[config.mk]
export PLATFORM = sky130hd
export DESIGN_NAME = seq_multiplier
export DESIGN_NICKNAME = d
export VERILOG_FILES = /design/src/rtl/seq_multiplier_pkg.sv /design/src/rtl/mult_datapath.sv /design/src/rtl/seq_multiplier.sv
export SDC_FILE = /design/constraint.sdc
export NUM_CORES = 1
export LEC_CHECK = 0
export CORE_ASPECT_RATIO = 0.6
export CORE_MARGIN = 5
export CORE_UTILIZATION = 40
export DETAILED_ROUTE_END_ITERATION = 12
export GPL_TIMING_DRIVEN = 0
export HOLD_SLACK_MARGIN = 0.1
export SLEW_MARGIN = 40
export SYNTH_ARGS = -nofsm -noshare
export SYNTH_HDL_FRONTEND = slang
export SYNTH_HIERARCHICAL = 1
export SYNTH_SLANG_ARGS = --single-unit
[constraint.sdc]
create_clock -name clock -period 6.45 [get_ports clock]
set_clock_uncertainty 0.2 [all_clocks]
set_input_delay 1.935 -clock clock [delete_from_list [all_inputs] [get_ports clock]]
set_output_delay 1.935 -clock clock [all_outputs]
set_load 0.01 [all_outputs]
[src/rtl/seq_multiplier_pkg.sv]
// Shared widths and FSM encoding for the sequential multiplier and its write-back path.
package seq_multiplier_pkg;

  localparam int unsigned WORD_W    = 32;
  localparam int unsigned REG_IDX_W = 5;

  localparam logic [1:0] S_IDLE = 2'd0;
  localparam logic [1:0] S_RUN  = 2'd1;
  localparam logic [1:0] S_WB   = 2'd2;

  typedef enum logic [1:0] {
    StIdle = S_IDLE,
    StRun  = S_RUN,
    StWb   = S_WB
  } mult_state_e;

endpackage

[src/rtl/mult_datapath.sv]
// Shift-add datapath: operand magnitudes, accumulator, and final sign correction.
// The product output already includes the addend of the current step, so the
// controller can capture the final result on the last RUN edge.
module mult_datapath #(
  parameter int unsigned WIDTH = 32
) (
  input  logic               clock,
  input  logic               rst,
  input  logic               load,
  input  logic               step,
  input  logic               is_signed,
  input  logic [WIDTH-1:0]   op_a,
  input  logic [WIDTH-1:0]   op_b,
  output logic [2*WIDTH-1:0] product
);

  logic [2*WIDTH-1:0] mcand_q;
  logic [WIDTH-1:0]   mplier_q;
  logic               neg_q;
  logic [2*WIDTH-1:0] acc_q;

  logic [WIDTH-1:0]   mag_a;
  logic [WIDTH-1:0]   mag_b;
  logic [2*WIDTH-1:0] acc_d;

  // Magnitudes of the incoming operands and the next accumulator / signed product.
  always_comb begin
    mag_a   = (is_signed && op_a[WIDTH-1]) ? (~op_a + 1'b1) : op_a;
    mag_b   = (is_signed && op_b[WIDTH-1]) ? (~op_b + 1'b1) : op_b;
    acc_d   = acc_q + (mplier_q[0] ? mcand_q : '0);
    product = neg_q ? (~acc_d + 1'b1) : acc_d;
  end

  // Operand latch on load; one multiplier bit consumed per step, LSB first.
  always_ff @(posedge clock) begin
    if (rst) begin
      mcand_q  <= '0;
      mplier_q <= '0;
      neg_q    <= 1'b0;
      acc_q    <= '0;
    end else if (load) begin
      mcand_q  <= {{WIDTH{1'b0}}, mag_a};
      mplier_q <= mag_b;
      neg_q    <= is_signed & (op_a[WIDTH-1] ^ op_b[WIDTH-1]);
      acc_q    <= '0;
    end else if (step) begin
      acc_q    <= acc_d;
      mcand_q  <= mcand_q << 1;
      mplier_q <= mplier_q >> 1;
    end
  end

endmodule

[src/rtl/seq_multiplier.sv]
// Multi-cycle shift-add multiplier with a held write-back request for the shared
// register-file write port. Low word is written back, high word kept in hi_out.
module seq_multiplier
  import seq_multiplier_pkg::*;
#(
  parameter int unsigned WIDTH = WORD_W,
  parameter int unsigned CNT_W = 6
) (
  input  logic                 clock,
  input  logic                 rst,
  input  logic                 start,
  input  logic                 is_signed,
  input  logic [WIDTH-1:0]     op_a,
  input  logic [WIDTH-1:0]     op_b,
  input  logic [REG_IDX_W-1:0] dest,
  input  logic                 wb_grant,
  output logic                 busy,
  output logic                 wb_we,
  output logic [REG_IDX_W-1:0] wb_sel,
  output logic [WIDTH-1:0]     wb_data,
  output logic [WIDTH-1:0]     hi_out
);

  mult_state_e          state_q;
  logic [CNT_W-1:0]     cnt_q;
  logic [REG_IDX_W-1:0] dest_q;
  logic [2*WIDTH-1:0]   product;
  logic                 load;
  logic                 step;
  logic                 last;

  // Datapath handshakes decoded from the current state.
  always_comb begin
    load = (state_q == StIdle) && start;
    step = (state_q == StRun);
    last = (cnt_q == CNT_W'(WIDTH - 1));
  end

  mult_datapath #(
    .WIDTH(WIDTH)
  ) u_datapath (
    .clock    (clock),
    .rst      (rst),
    .load     (load),
    .step     (step),
    .is_signed(is_signed),
    .op_a     (op_a),
    .op_b     (op_b),
    .product  (product)
  );

  // Control FSM, iteration counter and registered write-back outputs.
  always_ff @(posedge clock) begin
    if (rst) begin
      state_q <= StIdle;
      cnt_q   <= '0;
      dest_q  <= '0;
      busy    <= 1'b0;
      wb_we   <= 1'b0;
      wb_sel  <= '0;
      wb_data <= '0;
      hi_out  <= '0;
    end else begin
      unique case (state_q)
        StIdle: begin
          if (start) begin
            state_q <= StRun;
            cnt_q   <= '0;
            dest_q  <= dest;
            busy    <= 1'b1;
          end
        end
        StRun: begin
          cnt_q <= cnt_q + 1'b1;
          if (last) begin
            hi_out  <= product[2*WIDTH-1:WIDTH];
            wb_data <= product[WIDTH-1:0];
            // Register 0 is never written; finish silently.
            if (dest_q != '0) begin
              state_q <= StWb;
              wb_we   <= 1'b1;
              wb_sel  <= dest_q;
            end else begin
              state_q <= StIdle;
              busy    <= 1'b0;
            end
          end
        end
        StWb: begin
          if (wb_grant) begin
            state_q <= StIdle;
            wb_we   <= 1'b0;
            busy    <= 1'b0;
          end
        end
        default: begin
          state_q <= StIdle;
          busy    <= 1'b0;
          wb_we   <= 1'b0;
        end
      endcase
    end
  end

endmodule

==> flow_metrics.env <==
export IMPL_outcome="finished, final reports clean"
export IMPL_rsz0062_at_grt="no"
export IMPL_netlist_top_cell_by_area="sky130_fd_sc_hd__dfxtp_1"
export IMPL_die_w_um=276
export IMPL_timing_critical_path_cells="clkbuf_2, clkbuf_1, and2_1, ha_1, buf_2, a21oi_1, o21ai_1, a211oi_2, o21bai_1, xor2_1, a2111oi_1, nand4b_1, nor3_1, nand4b_1, o41ai_1, xnor2_1, nand2_1, a21oi_1"
export IMPL_route_detailed_vias_per_inst=5.94
export IMPL_crit_path_max_incr_delay_ns=0.76
export IMPL_post_dp_hpwl_mm=51.6
export IMPL_end_kind="flip-flop"
export IMPL_wire_per_inst_um=22.0
export IMPL_clockBufferDepth=3
export IMPL_rows=58
export IMPL_worstSetupPathType="reg2reg"
export IMPL_clock_tree_from_tritoncts="yes"
export IMPL_dr_pass1_iters=6
export IMPL_multiInputGateArea_mm2=0.0115
export IMPL_startpoint_type="flip-flop"
export IMPL_synth_area_per_cell_um2=7.75
export IMPL_worst_path_max_delay_cell="sky130_fd_sc_hd__a2111oi_1"
export IMPL_design_final_nets=2511
export IMPL_yosys_warnings=6
export IMPL_violation_count_after_the_first_detailed_routing_iteration=1913
export IMPL_final_cells=2957
export IMPL_ctsHtreeMaxLevel=1
export IMPL_fp_dieH_um=170
export IMPL_routed_wirelength_mm=65.0
export IMPL_fmax_mhz=165
export IMPL_total_leakage_power_nw=7.37
export IMPL_clock_latency_ns=0.59
export IMPL_final_period_minus_worst_setup_slack_ns=6.06
export IMPL_synth_yosys_seq_area_share=0.288
export IMPL_drive_gt1_frac=0.0603
export IMPL_worstPathBufferInverterCount=3
export IMPL_max_cap_violation_count=0
export IMPL_ys_ff_latch=245
export IMPL_core_region_area_mm2=0.0419
export IMPL_max_slew_worst_pin_slew_ns=0.913
export IMPL_gp_routability_congestion=0.987
export IMPL_grt_pass1_vias=16400
export IMPL_first_pass_grt_wire_length_mm=98.4
export IMPL_timing_hold_worst_class="reg2reg"
export IMPL_quantity_of_hold_fixing_buffers_added_after_cts=0
export IMPL_total_power_mw=3.96
export IMPL_grt_antenna_before_repair=1
export IMPL_synth_area_leaders="sky130_fd_sc_hd__dfxtp_1 (29%), sky130_fd_sc_hd__a211oi_1 (6.2%), sky130_fd_sc_hd__nand2_1 (6.0%)"
export IMPL_post_synth_inst_count=2195
export IMPL_leading_cell_type_by_number_of_instances_after_synthesis="sky130_fd_sc_hd__nand2_1"
export IMPL_clock_tree_root_buffer_cell="sky130_fd_sc_hd__clkbuf_16"
export IMPL_seqCellArea_mm2=0.00490
export IMPL_nFillCells=4193
export IMPL_timing_final_max_slew_violations=0
export IMPL_grt_overflow=0
export IMPL_maxSlewHeadroom=0.391
export IMPL_synth_area_mm2=0.0170
export IMPL_largest_net_degree_at_the_start_of_global_routing=15
export IMPL_port_buffers=144
export IMPL_floorplan_initialDensity=0.405
export IMPL_grt_util_all_layers=0.264
export IMPL_via_count=17600
export IMPL_asyncSetResetFlopFracSynth=0
export IMPL_postSynthNetCount=2337
export IMPL_totalNegativeSetupSlack_ns=0
export IMPL_powerDensity_mw_per_mm2=196
export IMPL_area_delta_synth_final_pct=19.0
export IMPL_finalCritPeriodShare=0.940
export IMPL_synth_top_cell_area_share=0.288
export IMPL_num_antenna_cells=0
export IMPL_ys_dominant_reg_cell="sky130_fd_sc_hd__dfxtp_1"
export IMPL_critPathMaxFanout=10
export IMPL_number_of_nets_with_antenna_violations_after_routing=0
export IMPL_drc_errors=0
export IMPL_worst_ep_arrival_time_ns=6.38
export IMPL_worst_endpoint_required_ns=6.77
export IMPL_report_final_setup_viol=0
export IMPL_vdd_ir_drop_worst_v=0.000185
export IMPL_cts_clock_pin_slew_for_the_worst_setup_and_hold_paths_ns=0.07
export IMPL_clock_sinks=245
export IMPL_design_portCount=145
export IMPL_die_area_mm2=0.0469
export IMPL_final_hold_violation_count=0
export IMPL_cts_buffers_inserted=27
export IMPL_dp_cells=2910
export IMPL_largest_delay_contributor_family_on_the_critical_path="compound AO/OA/AOI/OAI gates"
export IMPL_finish_utilization=0.482
export IMPL_synth_enable_flop_cells=0
export IMPL_ys_top_cells_by_count="sky130_fd_sc_hd__nand2_1 (271), sky130_fd_sc_hd__dfxtp_1 (245), sky130_fd_sc_hd__nor2_1 (207), sky130_fd_sc_hd__a21oi_1 (196), sky130_fd_sc_hd__a211oi_1 (140)"
export IMPL_post_synth_num_cell_types=98
export IMPL_r2r_setup_slack_ns=0.39
[cell families after synthesis]
logic type,Yosys count,synth area share
simple gates,843,0.244
compound gates,643,0.251
flops,245,0.288
buf+inv,165,0.0408
xor+xnor,151,0.0778
mux,80,0.0473
fa+ha+maj,68,0.0505
[routing by layer]
metal | track usage | wire (um) | up-vias
met1 | 0.417 | 32900 | 8475
met4 | 0.0360 | 811 | 0
met2 | 0.343 | 23600 | 731
li1 | - | - | 8298
met3 | 0.0968 | 7610 | 52
met5 | 0 | 0 | -
[cell type report]
class                           instances  share of cell area
Clock inverter                         14              0.0101
Tap cell                              570              0.0352
Clock buffer                           33              0.0370
Buffer                                135              0.0291
Sequential cell                       245               0.242
Timing Repair Buffer                  145              0.0715
Multi-Input combinational cell       1785               0.569
Inverter                               30             0.00556
[sequential cells by signal, indices dropped and copies added, names as in the netlist]
signal / count
u_datapath/acc_q: 64
u_datapath/mcand_q: 64
hi_out: 32
u_datapath/mplier_q: 32
wb_data: 32
cnt_q: 6
dest_q: 5
wb_sel: 5
state_q: 2
busy: 1
u_datapath/neg_q: 1
wb_we: 1
[metrics by stage]
stage          hold slack [ns]  cell area, um^2  setup slack (ns)
4_1_cts                  0.256            20200             0.185
6_report                 0.253            20200             0.386
2_1_floorplan            0.232            17000              1.45
5_1_grt                  0.282            20200            0.0221
3_3_place_gp             0.246            19200            -0.574
3_5_place_dp             0.246            19200             0.179
[layout by cell type, fill, tap and decap left out, types with 7 or more instances in the layout]
master	instances
sky130_fd_sc_hd__clkbuf_1	100
sky130_fd_sc_hd__a21o_1	22
sky130_fd_sc_hd__o21ai_0	97
sky130_fd_sc_hd__xor2_1	54
sky130_fd_sc_hd__o31ai_1	30
sky130_fd_sc_hd__o41ai_1	8
sky130_fd_sc_hd__xnor2_1	91
sky130_fd_sc_hd__buf_2	19
sky130_fd_sc_hd__o211ai_1	11
sky130_fd_sc_hd__or3_1	31
sky130_fd_sc_hd__nand4_1	30
sky130_fd_sc_hd__and2_1	76
sky130_fd_sc_hd__o21ai_1	23
sky130_fd_sc_hd__nand3_1	20
sky130_fd_sc_hd__dfxtp_1	245
sky130_fd_sc_hd__clkbuf_16	27
sky130_fd_sc_hd__a311oi_1	11
sky130_fd_sc_hd__a31oi_1	8
sky130_fd_sc_hd__and3_1	11
sky130_fd_sc_hd__nand2_1	271
sky130_fd_sc_hd__clkdlybuf4s50_1	144
sky130_fd_sc_hd__o21bai_1	7
sky130_fd_sc_hd__nor2_1	207
sky130_fd_sc_hd__ha_1	67
sky130_fd_sc_hd__inv_1	26
sky130_fd_sc_hd__nor3_1	45
sky130_fd_sc_hd__a211oi_1	136
sky130_fd_sc_hd__nor4_1	18
sky130_fd_sc_hd__or4_1	16
sky130_fd_sc_hd__o21a_1	7
sky130_fd_sc_hd__mux2i_1	77
sky130_fd_sc_hd__nor2b_1	66
sky130_fd_sc_hd__a21oi_1	196
[what timing repair did]
action                                  in CTS  in global routing
endpoints found under the setup margin       0                 18
buffers inserted                             0                  0
resized for setup                            0                  4
[path summary, 6_finish.rpt]
path | from | endpoint | cells past startpoint
worst max-delay path | u_datapath/mplier_q[0] | hi_out[22] | 18
worst min-delay path | hi_out[18] | hi_out[18] | 2
worst max register to register | u_datapath/mplier_q[0] | hi_out[22] | 18
worst min register to register | hi_out[18] | hi_out[18] | 2
[worst reg2reg max path: stages (launching register included)]
cell	delay, ns
sky130_fd_sc_hd__dfxtp_1	0.33
sky130_fd_sc_hd__clkbuf_2	0.39
sky130_fd_sc_hd__clkbuf_1	0.40
sky130_fd_sc_hd__and2_1	0.22
sky130_fd_sc_hd__ha_1	0.23
sky130_fd_sc_hd__buf_2	0.17
sky130_fd_sc_hd__a21oi_1	0.21
sky130_fd_sc_hd__o21ai_1	0.24
sky130_fd_sc_hd__a211oi_2	0.71
sky130_fd_sc_hd__o21bai_1	0.15
sky130_fd_sc_hd__xor2_1	0.26
sky130_fd_sc_hd__a2111oi_1	0.76
sky130_fd_sc_hd__nand4b_1	0.35
sky130_fd_sc_hd__nor3_1	0.39
sky130_fd_sc_hd__nand4b_1	0.25
sky130_fd_sc_hd__o41ai_1	0.39
sky130_fd_sc_hd__xnor2_1	0.18
sky130_fd_sc_hd__nand2_1	0.09
sky130_fd_sc_hd__a21oi_1	0.12
[report_power, final]
group	leakage, nW	switching (mW)	total (mW)	internal [mW]
Clock	0.465	0.706	1.70	0.989
Combinational	4.91	0.428	0.673	0.245
Sequential	1.99	0.0319	1.59	1.56
No activity file was read; power rests on OpenSTA's default activity.
